--- config.mk ---
export PLATFORM = sky130hd
export DESIGN_NAME = control_signal_unit
export DESIGN_NICKNAME = d
export VERILOG_FILES = /design/src/rtl/control_signal_unit.sv
export SDC_FILE = /design/constraint.sdc
export NUM_CORES = 1
export LEC_CHECK = 0
export CAP_MARGIN = 20
export CORE_ASPECT_RATIO = 1.5
export CORE_UTILIZATION = 30
export DETAILED_ROUTE_END_ITERATION = 12
export GPL_ROUTABILITY_DRIVEN = 0
export SYNTH_ARGS = -nofsm -noshare
export SYNTH_HDL_FRONTEND = slang
export SYNTH_SLANG_ARGS = --single-unit
--- constraint.sdc ---
create_clock -name clk -period 2.1 [get_ports clk]
set_clock_uncertainty 0.15 [all_clocks]
set_input_delay 0.315 -clock clk [delete_from_list [all_inputs] [get_ports clk]]
set_output_delay 0.315 -clock clk [all_outputs]
set_load 0.1 [all_outputs]
--- src/rtl/control_signal_unit.sv ---
// rtl/control_signal_unit.sv - inline control-point override driven by a serially loaded, trigger-armed config
module control_signal_unit #(
  parameter int CTRL_WIDTH = 8,
  parameter int HOLD_WIDTH = 8
) (
  input  logic                  clk,
  input  logic                  rst,
  input  logic                  cfg_valid,
  input  logic                  cfg_bit,
  output logic                  cfg_ready,
  input  logic                  trigger,
  input  logic                  clear,
  input  logic [CTRL_WIDTH-1:0] sig_in,
  output logic [CTRL_WIDTH-1:0] sig_out,
  output logic                  active,
  output logic                  cfg_loaded
);

  localparam int FRAME_BITS = 2*CTRL_WIDTH + HOLD_WIDTH;
  localparam int CNT_W      = $clog2(FRAME_BITS + 1);

  typedef enum logic [1:0] {
    S_IDLE,
    S_LOAD,
    S_ARMED,
    S_OVERRIDE
  } state_t;

  state_t                  state, state_next;
  logic [FRAME_BITS-1:0]   shadow, shadow_next;
  logic [CTRL_WIDTH-1:0]   mask, value;
  logic [HOLD_WIDTH-1:0]   hold, hold_cnt;
  logic [CNT_W-1:0]        bit_cnt;

  logic accept;
  logic last_bit;
  logic do_commit;
  logic do_arm;
  logic do_dec;

  // A bit is consumed whenever it is offered and we are not mid-override
  assign cfg_ready  = (state != S_OVERRIDE);
  assign accept     = cfg_valid && cfg_ready;
  assign last_bit   = accept && (state == S_LOAD) && (bit_cnt == CNT_W'(FRAME_BITS - 1));
  assign active     = (state == S_OVERRIDE);
  assign cfg_loaded = (state == S_ARMED) || (state == S_OVERRIDE);

  // Unmasked bits pass straight through; the async reset drops the override at once
  assign sig_out = active ? ((sig_in & ~mask) | (value & mask)) : sig_in;

  // Frame bit lands at its sequence position; the final bit is merged here so commit can use it
  always_comb begin
    shadow_next = shadow;
    shadow_next[bit_cnt] = cfg_bit;
  end

  // State register
  always_ff @(posedge clk or posedge rst) begin
    if (rst) begin
      state <= S_IDLE;
    end else begin
      state <= state_next;
    end
  end

  // Next-state and control strobes; clear outranks cfg bits, which outrank trigger
  always_comb begin
    state_next = state;
    do_commit  = 1'b0;
    do_arm     = 1'b0;
    do_dec     = 1'b0;
    if (clear) begin
      state_next = S_IDLE;
    end else begin
      case (state)
        S_IDLE: begin
          if (accept) state_next = S_LOAD;
        end
        S_LOAD: begin
          if (last_bit) begin
            state_next = S_ARMED;
            do_commit  = 1'b1;
          end
        end
        S_ARMED: begin
          if (accept) begin
            state_next = S_LOAD;
          end else if (trigger) begin
            state_next = S_OVERRIDE;
            do_arm     = 1'b1;
          end
        end
        S_OVERRIDE: begin
          // hold of zero means the override sticks until clear or reset
          if (hold != '0) begin
            if (hold_cnt == HOLD_WIDTH'(1)) begin
              state_next = S_ARMED;
            end else begin
              do_dec = 1'b1;
            end
          end
        end
        default: state_next = S_IDLE;
      endcase
    end
  end

  // Config shifting, commit and hold countdown
  always_ff @(posedge clk or posedge rst) begin
    if (rst) begin
      shadow   <= '0;
      mask     <= '0;
      value    <= '0;
      hold     <= '0;
      bit_cnt  <= '0;
      hold_cnt <= '0;
    end else if (clear) begin
      shadow   <= '0;
      mask     <= '0;
      value    <= '0;
      hold     <= '0;
      bit_cnt  <= '0;
      hold_cnt <= '0;
    end else begin
      if (accept) begin
        shadow  <= shadow_next;
        bit_cnt <= last_bit ? '0 : bit_cnt + CNT_W'(1);
      end
      if (do_commit) begin
        mask  <= shadow_next[CTRL_WIDTH-1:0];
        value <= shadow_next[2*CTRL_WIDTH-1:CTRL_WIDTH];
        hold  <= shadow_next[FRAME_BITS-1:2*CTRL_WIDTH];
      end
      if (do_arm) begin
        hold_cnt <= hold;
      end else if (do_dec) begin
        hold_cnt <= hold_cnt - HOLD_WIDTH'(1);
      end
    end
  end

endmodule
# Word level (Yosys, flattened, before mapping)
# Index checks and enable logic that the tools add are counted.
dict set report word_totals {
  ff_bits 63
  input_bits 14
  output_inout_bits 11
  word_cells 74
}
dict set report classes {
  add_sub_neg 2
  magnitude_cmp 2
  eq_ne 11
  n_mux 37
  bitwise_logic 4
  reduce_logical 11
}
# cell n
set ops {}
lappend ops {{8-bit two-way mux} 10}
lappend ops {{24-bit two-way mux} 2}
lappend ops {{24-bit bitwise mux} 1}
lappend ops {{8-bit AND} 2}
lappend ops {{5-bit two-way mux} 3}
lappend ops {{2-bit two-way mux} 7}
lappend ops {{1-bit two-way mux} 12}
lappend ops {{8-bit by 1-bit == test with 1-bit output, second input constant} 1}
lappend ops {{8-bit inverter} 1}
lappend ops {{8-bit bitwise OR} 1}
lappend ops {{2-bit one-hot mux with 4 select lines} 1}
lappend ops {{8-bit nonzero test} 1}
lappend ops {{8-bit by 1-bit subtractor with 8-bit output, second input constant} 1}
lappend ops {{5-bit by 6-bit < comparator with 1-bit output, second input constant} 1}
lappend ops {{3-bit by 2-bit inequality test with 1-bit output, second input constant} 2}
lappend ops {{3-bit inequality test, second input constant} 2}
lappend ops {{5-bit by 1-bit adder with 5-bit output, second input constant} 1}
lappend ops {{1-bit demux with 5-bit select} 1}
lappend ops {{5-bit == test, second input constant} 1}
lappend ops {{5-bit by 1-bit >= comparator with 1-bit output, second input constant} 1}
lappend ops {{5-bit AND reduction} 1}
lappend ops {{2-bit == test, second input constant} 2}
lappend ops {{1-bit logical AND} 4}
lappend ops {{4-bit inequality test, second input constant} 1}
lappend ops {{other kinds (6)} 7}

# Longest topological paths before layout
# Gate-level depths: netlist of the first run.
dict set report depth {
  ltp_word 9
  mapped_depth 7
  depth_no_buf 5
}

# Least setup slack after synthesis of the first run
# OpenSTA, ideal clock, no wires.
dict set report synth_path {
  path_type {flip-flop to output port}
  start {register state[0]}
  end {output port sig_out[0]}
  arrival_time_ns 2.615
  required_ns 1.635
  path_slack_ns -0.980
  stages_incl_launch_ff 5
  path_buffers 0
  path_cell_list {dfrtp_1 -> nand2_2 -> clkinv_1 -> nand2_1 -> mux2_2}
}
dict set report synth_via {
  elab_chain_len 2
}
# element line
set synth_lines {}
lappend synth_lines {{start: declaration} 29} ;# state_t state, state_next;
lappend synth_lines {{start signal: assignment} 62} ;# state <= state_next;
lappend synth_lines {{2-bit == test} 45} ;# assign active = (state == S_OVERRIDE);
lappend synth_lines {{via active} 15} ;# output logic active,
lappend synth_lines {{8-bit two-way mux} 49} ;# assign sig_out = active ? ((sig_in & ~mask) | (value & mask)) : sig_in;
lappend synth_lines {{end: declaration} 14} ;# output logic [CTRL_WIDTH-1:0] sig_out,
# The timed path passes the listed nets, and every way through them passes these cells.

# Worst setup path in the final report of the first run
dict set report layout_path {
  start {register state[1]}
  end {output port sig_out[0]}
}
dict set report layout_via {
  elab_chain_len 2
}
# element line
set layout_lines {}
lappend layout_lines {{2-bit == test} 45}
lappend layout_lines {{8-bit two-way mux} 49}
# Every way passes these cells.

==> results of run 1 <==
-- sequential cells by signal, summed over array words and instances (netlist names) --
register and flops:
bit_cnt 5, hold 8, hold_cnt 8, mask 8
shadow 23, state 2, value 8
-- metal layers --
metal	global-route usage	part of all wire	up-vias
met1	0.162	0.42	1421
met3	0.0297	0.022	11
li1	-	-	1455
met5	0	0	-
met2	0.255	0.53	30
met4	0.0723	0.025	0
-- layout by cell type (no fill, tap or decap), types with 2 or more instances in the layout --
cell type	synthesis	routed
clkdlybuf4s50_1	0	12
buf_4	5	23
mux2_4	0	2
mux2_2	8	6
a211oi_1	4	4
clkbuf_16	0	9
dfrtp_1	62	60
and2b_1	2	2
bufinv_16	0	2
nor4_1	5	4
and3b_1	4	4
a2111oi_2	4	4
nand2_1	57	57
nand3_1	51	51
mux2i_1	26	26
xor2_1	2	2
nor2b_1	3	3
buf_12	0	17
clkinv_2	0	2
ha_1	6	6
a311oi_1	23	23
nor3b_1	3	3
inv_1	5	4
dfrtp_2	0	2
nor2_1	63	63
nor3_1	5	5
nand4_1	2	2
and4_1	8	8
-- synth_stat cells, drive strengths merged --
cell and number:
o22ai 1, a211oi 5, nor4 6, inv 5
and4 8, and2b 2, clkinv 1, a2111o 1
nand2 58, a221oi 1, nor3 6, a21boi 1
nand4 2, clkbuf 25, ha 6, and3b 4
buf 14, nor2b 3, xor2 2, nand3b 1
and2 2, mux2i 26, a31oi 1, dfrtp 62
and3 1, nor3b 3, a31o 1, mux2 8
nor2 63, a311oi 23, nand3 52, a2111oi 4
xnor2 1
-- where the power goes --
group	internal (uW)	switching, uW	leakage [uW]
clock	1040	540	0.000152
combinational	117	207	0.000969
sequential	1200	7.24	0.000860
-- metrics by stage --
stage | power [uW] | cell area [um^2] | hold slack (ns)
after floorplan | 1420 | 3600 | 0.339
after global placement | 1550 | 4220 | 0.354
after detailed placement | 1560 | 4220 | 0.364
after CTS | 3150 | 4550 | 0.197
after global routing | 3210 | 4590 | 0.225
final | 3110 | 4590 | 0.189
-- worst max-delay path, stage by stage, from the launching register on --
cell and delay [ns]:
dfrtp_2 0.44, nand2_8 0.10, clkinv_8 0.08, nand2_1 0.08
mux2_2 0.36, buf_12 0.17
-- worst min-delay path by stage --
stage / to / slack [ns] / cells after the start
finish: mask[0] / 0.19 / 2
global route: mask[0] / 0.22 / 2
CTS: shadow[1] / 0.20 / 2
detailed placement: shadow[16] / 0.36 / 2
global placement: shadow[1] / 0.35 / 2
floorplan: shadow[7] / 0.34 / 2
-- final cells by class --
class                      instances  area, um^2  share of cell area
clock inverter                     6        86.3              0.0188
multi-input combinational        292        1860               0.405
clock buffer                      10         229              0.0499
timing repair buffer              53         638               0.139
inverter                           6        35.0             0.00763
tap                              150         188              0.0409
sequential                        62        1550               0.339
-- cell families (layout without fill, tap and decap cells) --
kind of cell,count (synthesis),count (layout),share of synthesized area
and+or+nand+nor,211,211,0.283
DFF,62,62,0.435
buffers and inverters,45,75,0.0571
AOI/OAI and AO/OA,38,38,0.0988
muxes,34,34,0.0981
adders and majority gates,6,6,0.0210
xor gates and xnor gates,3,3,0.00736
-- what timing repair did --
item | 4_1_cts | 5_1_grt
hold buffers | 0 | 0
pin swaps | 0 | 1
buffers inserted | 1 | 2
endpoints found under the setup margin | 15 | 14
gates cloned | 0 | 0
resized for setup | 3 | 4
==> key figures, run 1 <==
Worst hold path
  – Worst Hold Class: in -> async

CTS
  – Skew-Pair Late Insertion Delay: 0.34 ns
  – CTS tree: yes
  – Sink Count: 62
  – Clock slew at reported path FFs: 0.06 ns
  – Clk root buf: clkbuf_16
  – H-tree depth: 3
  – Clock Tree Buf Depth: 2
  – CTS Buf Count: 9

Power
  – Pleak: 0.00198 uW
  – Worst VDD drop: 0.370 mV
  – Power density cells: 678 mW/mm^2

Logic synthesis
  – Syn avg cell area: 8.95 um^2
  – Synth Instances: 399
  – Synth warn: 0
  – Seq/Total Area, Yosys: 0.435
  – Syn_nets: 419
  – Top-area cell type share of the netlist area: 0.435
  – Synth cell types: 42
  – Area leader, netlist: dfrtp_1
  – Area contributors post-synth: dfrtp_1 (43%), mux2i_1 (7.3%), nand3_1 (7.2%)
  – Synthesized cell area: 0.00357 mm^2
  – Yosys reg bits: 62

Finish
  – Ant. Diodes: 0
  – Share of layout cells above drive strength 1: 0.186
  – Fill cells: 1133
  – Area growth, synth to finish: 28.6%
  – Final core occ: 0.398
  – Final Non-Filler Cells: 579
  – Final Net Count: 444

GRT
  – First-pass GRT wire length: 13.9 mm
  – Vias in the first global route: 2892
  – Grt ovf: 0
  – Global-route usage over all layers: 0.143
  – Largest net degree at the start of global routing: 64
  – Initial antenna violation count: 0

STA
  – Fin crit share: 0.970
  – Worst rel slew slack: 0.534
  – Unrepaired setup endpoints after global routing: false
  – Final WS setup: 0.0622 ns
  – Max-slew violation count: 0
  – Final setup viols: 0
  – Fin crit period: 2.04 ns
  – Final hold violations: 0
  – Peak Freq: 0.491 GHz
  – Worst slew pin tran: 0.698 ns
  – Sum Neg Setup Slack: 0 ns

Critical path
  – Worst Path Max Fanout: 9
  – Cell depth of the worst flop-to-flop path: 6
  – Worst r2r src: state[1]
  – CP endpoint: sig_out[0]
  – CP arrival: 1.57 ns
  – Reg-to-reg slack, setup: 0.15 ns
  – Setup CP Type: reg -> out
  – Reg-to-reg endpoint: mask[0]
  – Critical path startpoint category: register
  – CP endpoint kind: primary output
  – Crit path from: state[1]
  – Required @ worst endpoint: 1.63 ns

Floorplan
  – Die area: 0.0123 mm^2
  – Core Region: 0.0115 mm^2
  – Io pins: 25
  – Floorplan row count: 48
  – Die height: 136 um
  – Initial Utilization: 0.310
  – DIE WIDTH: 91.1 um

Placement
  – Dpl cells: 560
  – Number of port buffers: 24
  – Final HPWL DP: 5.48 mm
  – Dpl ws: -0.0689 ns

Detailed routing
  – Detailed Route WL: 8.31 mm
  – Pre-antenna DRT Iters: 4
  – DR WL/cell: 14.3 um
  – DR DRC count: 0
  – DR iter-0 viols: 161
  – DR vias: 2917
  – Antenna Violating Nets Remaining: 0
  – Detail-routed via count per cell: 5.04

Run
  – MaxCap Viol Count: 0

Run status
  – Outcome: finished, final reports clean
Note: power is estimated with default switching activity, not from simulation.
==> run 2: changes to the inputs <==
CELL_PAD_IN_SITES_DETAIL_PLACEMENT = 0   (was unset)
CELL_PAD_IN_SITES_GLOBAL_PLACEMENT = 1   (was unset)
PLACE_DENSITY_LB_ADDON = 0.1   (was unset)
SETUP_SLACK_MARGIN = 0.1   (was unset)
==> key figures, run 2 (same netlist as run 1, synthesis figures left out) <==
Detailed routing
  – Detail-routed via count per cell: 5.07
  – DR vias: 2923
  – DR WL/cell: 16.4 um
  – DR iter-0 viols: 125
  – Pre-antenna DRT Iters: 4
  – Antenna Violating Nets Remaining: 0
  – DR DRC count: 0
  – Detailed Route WL: 9.44 mm

Floorplan
  – Floorplan row count: 48
  – DIE WIDTH: 91.1 um
  – Io pins: 25
  – Die area: 0.0123 mm^2
  – Initial Utilization: 0.310
  – Die height: 136 um
  – Core Region: 0.0115 mm^2

Placement
  – Final HPWL DP: 5.79 mm
  – Number of port buffers: 24
  – Dpl cells: 558

GRT
  – First-pass GRT wire length: 15.6 mm
  – Grt ovf: 0
  – Initial antenna violation count: 0
  – Largest net degree at the start of global routing: 64
  – Global-route usage over all layers: 0.163
  – Vias in the first global route: 2878

Critical path
  – Reg-to-reg slack, setup: 0.22 ns
  – Critical path startpoint category: register
  – CP arrival: 1.55 ns
  – Worst Path Max Fanout: 9
  – Crit path from: state[1]
  – Worst path slowest cell: dfrtp_2
  – CP max stage delay: 0.44 ns
  – Cell depth of the worst flop-to-flop path: 6
  – CP endpoint kind: primary output
  – Required @ worst endpoint: 1.63 ns
  – Setup CP Type: reg -> out
  – Critical-path cell list: nand2_8 > clkinv_8 > nand2_2 > mux2_4 > buf_12
  – Worst r2r src: bit_cnt[1]
  – Reg-to-reg endpoint: state[0]

STA
  – Max-slew violation count: 0
  – Fin crit share: 0.962
  – Fin crit period: 2.02 ns
  – Peak Freq: 0.495 GHz
  – Final setup viols: 0
  – Worst rel slew slack: 0.758
  – Worst slew pin tran: 0.363 ns
  – Unrepaired setup endpoints after global routing: true
  – Final hold violations: 0
  – Sum Neg Setup Slack: 0 ns

Finish
  – Area growth, synth to finish: 28.1%
  – Largest register by flop count: shadow
  – Share of layout cells above drive strength 1: 0.202
  – Final core occ: 0.397
  – FF/Latch Area: 0.00155 mm^2
  – Final Net Count: 443
  – Footprint of the multi-input gates: 0.00190 mm^2
  – Most frequent cells in the layout: nor2_1 (63), dfrtp_1 (60), nand3_1 (51)
  – Fill cells: 1207
  – Ant. Diodes: 0
  – Commonest non-fill, non-tap cell in the layout: nor2_1
  – Max reg flops: 23
  – Final Non-Filler Cells: 576

CTS
  – Cts hold-fix bufs: 0
  – Skew-Pair Late Insertion Delay: 0.32 ns
  – Clk root buf: clkbuf_16
  – CTS Buf Count: 9
  – Sink Count: 62
  – Clock Tree Buf Depth: 2
  – Clock slew at reported path FFs: 0.05 ns
  – CTS tree: yes
  – H-tree depth: 3

Power
  – Power density cells: 642 mW/mm^2
  – Pleak: 0.00200 uW
  – Worst VDD drop: 0.331 mV

Worst hold path
  – Worst Hold Class: in -> async

Run status
  – Outcome: finished, final reports clean

Run
  – MaxCap Viol Count: 0
==> run 2: how the worst max path moves through the flow <==
stage                     slack (ns)  cells past startpoint           to
final                           0.08                      5   sig_out[4]
after global routing            0.04                      5   sig_out[4]
after CTS                       0.07                      5   sig_out[5]
after detailed placement        0.08                      5  hold_cnt[1]
after global placement           0.1                      6   shadow[15]
after floorplan                 0.19                      4   sig_out[0]
==> run 2: metrics by stage <==
| step | total power, uW | hold WS [ns] | setup slack, ns | instance area, um^2 |
|---|---|---|---|---|
| CTS | 2990 | 0.313 | 0.0668 | 4540 |
| detailed placement | 1560 | 0.363 | 0.0789 | 4230 |
| finish | 2940 | 0.299 | 0.0802 | 4570 |
| global placement | 1560 | 0.355 | 0.0987 | 4230 |
| global route | 3070 | 0.340 | 0.0385 | 4570 |
| floorplan | 1430 | 0.284 | 0.191 | 3630 |
==> run 2: cell type report <==
class | instances | area share
multi-input cells | 292 | 0.415
repair buffers | 52 | 0.135
clock buffers | 13 | 0.0591
clock inverters | 1 | 0.00109
flip-flops and latches | 62 | 0.340
inverters | 6 | 0.00848
well taps | 150 | 0.0410
==> run 2: repair_timing <==
action,CTS,global route
gates resized for setup,5,7
setup endpoints to repair,8,15
setup buffers,4,0
cloned,0,0
pin swaps,1,0
==> run 2: worst max-delay path: cells and delay by family, from the launching register on <==
kind / cells / cell delay (ns)
buffers and inverters: 2 / 0.27
flip-flops: 1 / 0.44
multiplexers: 1 / 0.32
AND/OR/NAND/NOR: 2 / 0.20
==> run 2: layer usage <==
metal / track usage / wire, um / vias up
met2: 0.274 / 4640 / 38
met1: 0.205 / 4340 / 1418
met5: 0 / 0 / -
met4: 0.0661 / 211 / 0
li1: - / - / 1453
met3: 0.0303 / 246 / 14
==> run 2: power breakdown <==
group / leakage (uW) / total [uW] / switching (uW) / internal (uW)
Sequential: 0.000860 / 1210 / 6.63 / 1200
Clock: 0.000138 / 1390 / 513 / 880
Combinational: 0.00100 / 332 / 216 / 116
==> run 3: changes to the inputs <==
ABC_AREA = 1   (was unset)
CAP_MARGIN = unset   (was 20)
CORE_ASPECT_RATIO = 1.4   (was 1.5)
==> key figures, run 3 <==
Logic synthesis
  – Count leader, synth: nand2_1
  – Syn_nets: 456
  – Yosys reg bits: 63
  – Synthesized cell area: 0.00343 mm^2
  – Commonest cells post-synth: nand2_1 (137), dfrtp_1 (63), o21ai_1 (39)
  – Synth Flop Type: dfrtp_1
  – Synth warn: 0
  – Syn avg cell area: 7.87 um^2
  – Top-area cell type share of the netlist area: 0.460
  – Area contributors post-synth: dfrtp_1 (46%), nand2_1 (15%), o21ai_1 (5.7%)
  – Seq/Total Area, Yosys: 0.460
  – Synth Instances: 436
  – Synth cell types: 31
  – FFs w/ async S/R, synth: 1.00
  – Area leader, netlist: dfrtp_1
  – EDFF count, synth: 0

GRT
  – Vias in the first global route: 2930
  – Initial antenna violation count: 0
  – Global-route usage over all layers: 0.167
  – Grt ovf: 0
  – First-pass GRT wire length: 15.2 mm
  – Largest net degree at the start of global routing: 37

Finish
  – Most frequent cells in the layout: nand2_1 (129), dfrtp_1 (61), o21ai_1 (39)
  – Fill cells: 1128
  – Largest register by flop count: shadow
  – Ant. Diodes: 0
  – FF/Latch Area: 0.00158 mm^2
  – Max reg flops: 24
  – Commonest non-fill, non-tap cell in the layout: nand2_1
  – Footprint of the multi-input gates: 0.00170 mm^2
  – Area growth, synth to finish: 29.0%
  – Share of layout cells above drive strength 1: 0.174
  – Final Net Count: 491

Critical path
  – Cell depth of the worst flop-to-flop path: 7
  – Worst Path Max Fanout: 5
  – Worst r2r src: bit_cnt[0]
  – CP endpoint kind: primary output
  – Reg-to-reg endpoint: shadow[2]
  – Setup CP Type: reg -> out
  – Critical path startpoint category: register
  – CP arrival: 1.51 ns
  – Reg-to-reg slack, setup: 0.30 ns
  – Required @ worst endpoint: 1.63 ns

Run status
  – Outcome: finished, final reports clean

STA
  – Unrepaired setup endpoints after global routing: true
  – Final setup viols: 0
  – Fin crit period: 1.97 ns
  – Sum Neg Setup Slack: 0 ns
  – Worst slew pin tran: 0.433 ns
  – Peak Freq: 0.506 GHz
  – Worst rel slew slack: 0.708
  – Fin crit share: 0.940
  – Final hold violations: 0
  – Fin Hold WS: 0.185 ns
  – Max-slew violation count: 0

Floorplan
  – Floorplan row count: 45
  – DIE WIDTH: 92.4 um
  – Die height: 129 um
  – Initial Utilization: 0.312
  – Io pins: 25
  – Die area: 0.0119 mm^2
  – Core Region: 0.0110 mm^2

CTS
  – CTS tree: yes
  – H-tree depth: 3
  – Cts hold-fix bufs: 0
  – Clk root buf: clkbuf_16
  – Clock Tree Buf Depth: 2
  – Clock slew at reported path FFs: 0.05 ns
  – Skew-Pair Late Insertion Delay: 0.33 ns
  – CTS Buf Count: 9
  – Sink Count: 63

Power
  – Worst VDD drop: 0.367 mV
  – Total power: 4300 uW
  – Pleak: 0.00199 uW
  – Power density cells: 972 mW/mm^2

Detailed routing
  – DR vias: 2921
  – DR DRC count: 0
  – DR WL/cell: 14.6 um
  – Detailed Route WL: 9.01 mm
  – Antenna Violating Nets Remaining: 0
  – Pre-antenna DRT Iters: 4
  – DR iter-0 viols: 198
  – Detail-routed via count per cell: 4.73

Placement
  – Final HPWL DP: 6.59 mm
  – Number of port buffers: 24

Worst hold path
  – Worst Hold Class: in -> async

Run
  – MaxCap Viol Count: 0
==> run 3: changes by cell type after synthesis, sizes merged, moves of 22 or more <==
cell	delta
inv	+29
o21ai	+60
clkbuf	-22
nand3	-22
mux2i	-26
a311oi	-23
nand2	+82
nor2	-24
==> run 3: power breakdown <==
| part | internal, uW | switching, uW |
|---|---|---|
| logic | 451 | 821 |
| registers | 1350 | 139 |
| clock network | 1010 | 532 |
==> run 3: area by class of cell <==
cell class              count  area share
inverters                  35      0.0334
repair buffers             39       0.113
multi-input cells         322       0.385
flip-flops and latches     63       0.357
clock inverters             3     0.00905
repair inverters            1     0.00198
well taps                 141      0.0399
clock buffers              13      0.0611
==> run 3: stage by stage <==
step	setup WS, ns	cell area (um^2)	cells	util
2_1_floorplan	0.190	3490	436	-
3_3_place_gp	0.0275	4060	597	0.370
3_5_place_dp	0.0452	4060	597	0.370
4_1_cts	0.104	4400	616	0.401
5_1_grt	0.0843	4430	617	0.403
6_report	0.125	4430	617	0.403
==> run 3: what timing repair did <==
item	in CTS	in global routing
cloned	0	1
endpoints found under the setup margin	8	9
pin swaps	1	0
endpoints found under the hold margin	0	0
setup buffers	3	0
gates resized for setup	4	7
==> run 3: worst max-delay path, stage by stage, from the launching register on <==
cell      delay [ns]
dfrtp_2         0.44
nand2_8         0.12
clkinv_8        0.07
nand2_2         0.07
mux2_4          0.31
buf_12          0.17
==> run 3: layer usage <==
layer / up-vias / routed length (um) / GRT usage
met5: - / 0 / 0
met4: 0 / 121 / 0.0588
met3: 9 / 256 / 0.0296
met2: 38 / 4410 / 0.275
met1: 1380 / 4230 / 0.220
li1: 1494 / - / -
==> run 3: kinds of logic (layout without fill, tap and decap cells) <==
logic type               count (synthesis)  after routing  synth area share
AO/OA/AOI/OAI                           91             91             0.160
XOR/XNOR                                 2              2           0.00511
adder cells (fa/ha/maj)                  6              6            0.0219
buffers and inverters                   51             91            0.0653
flip-flops                              63             63             0.460
multiplexers                             8              8            0.0263
AND/OR/NAND/NOR                        215            215             0.262
==> run 3: how the worst max path moves through the flow <==
stage          startpoint          to  slack [ns]
3_5_place_dp    cfg_valid    state[1]        0.05
5_1_grt          state[1]  sig_out[1]        0.08
4_1_cts          state[1]  sig_out[7]        0.10
6_report         state[1]  sig_out[6]        0.13
3_3_place_gp    cfg_valid    state[1]        0.03
2_1_floorplan    state[1]  sig_out[0]        0.19
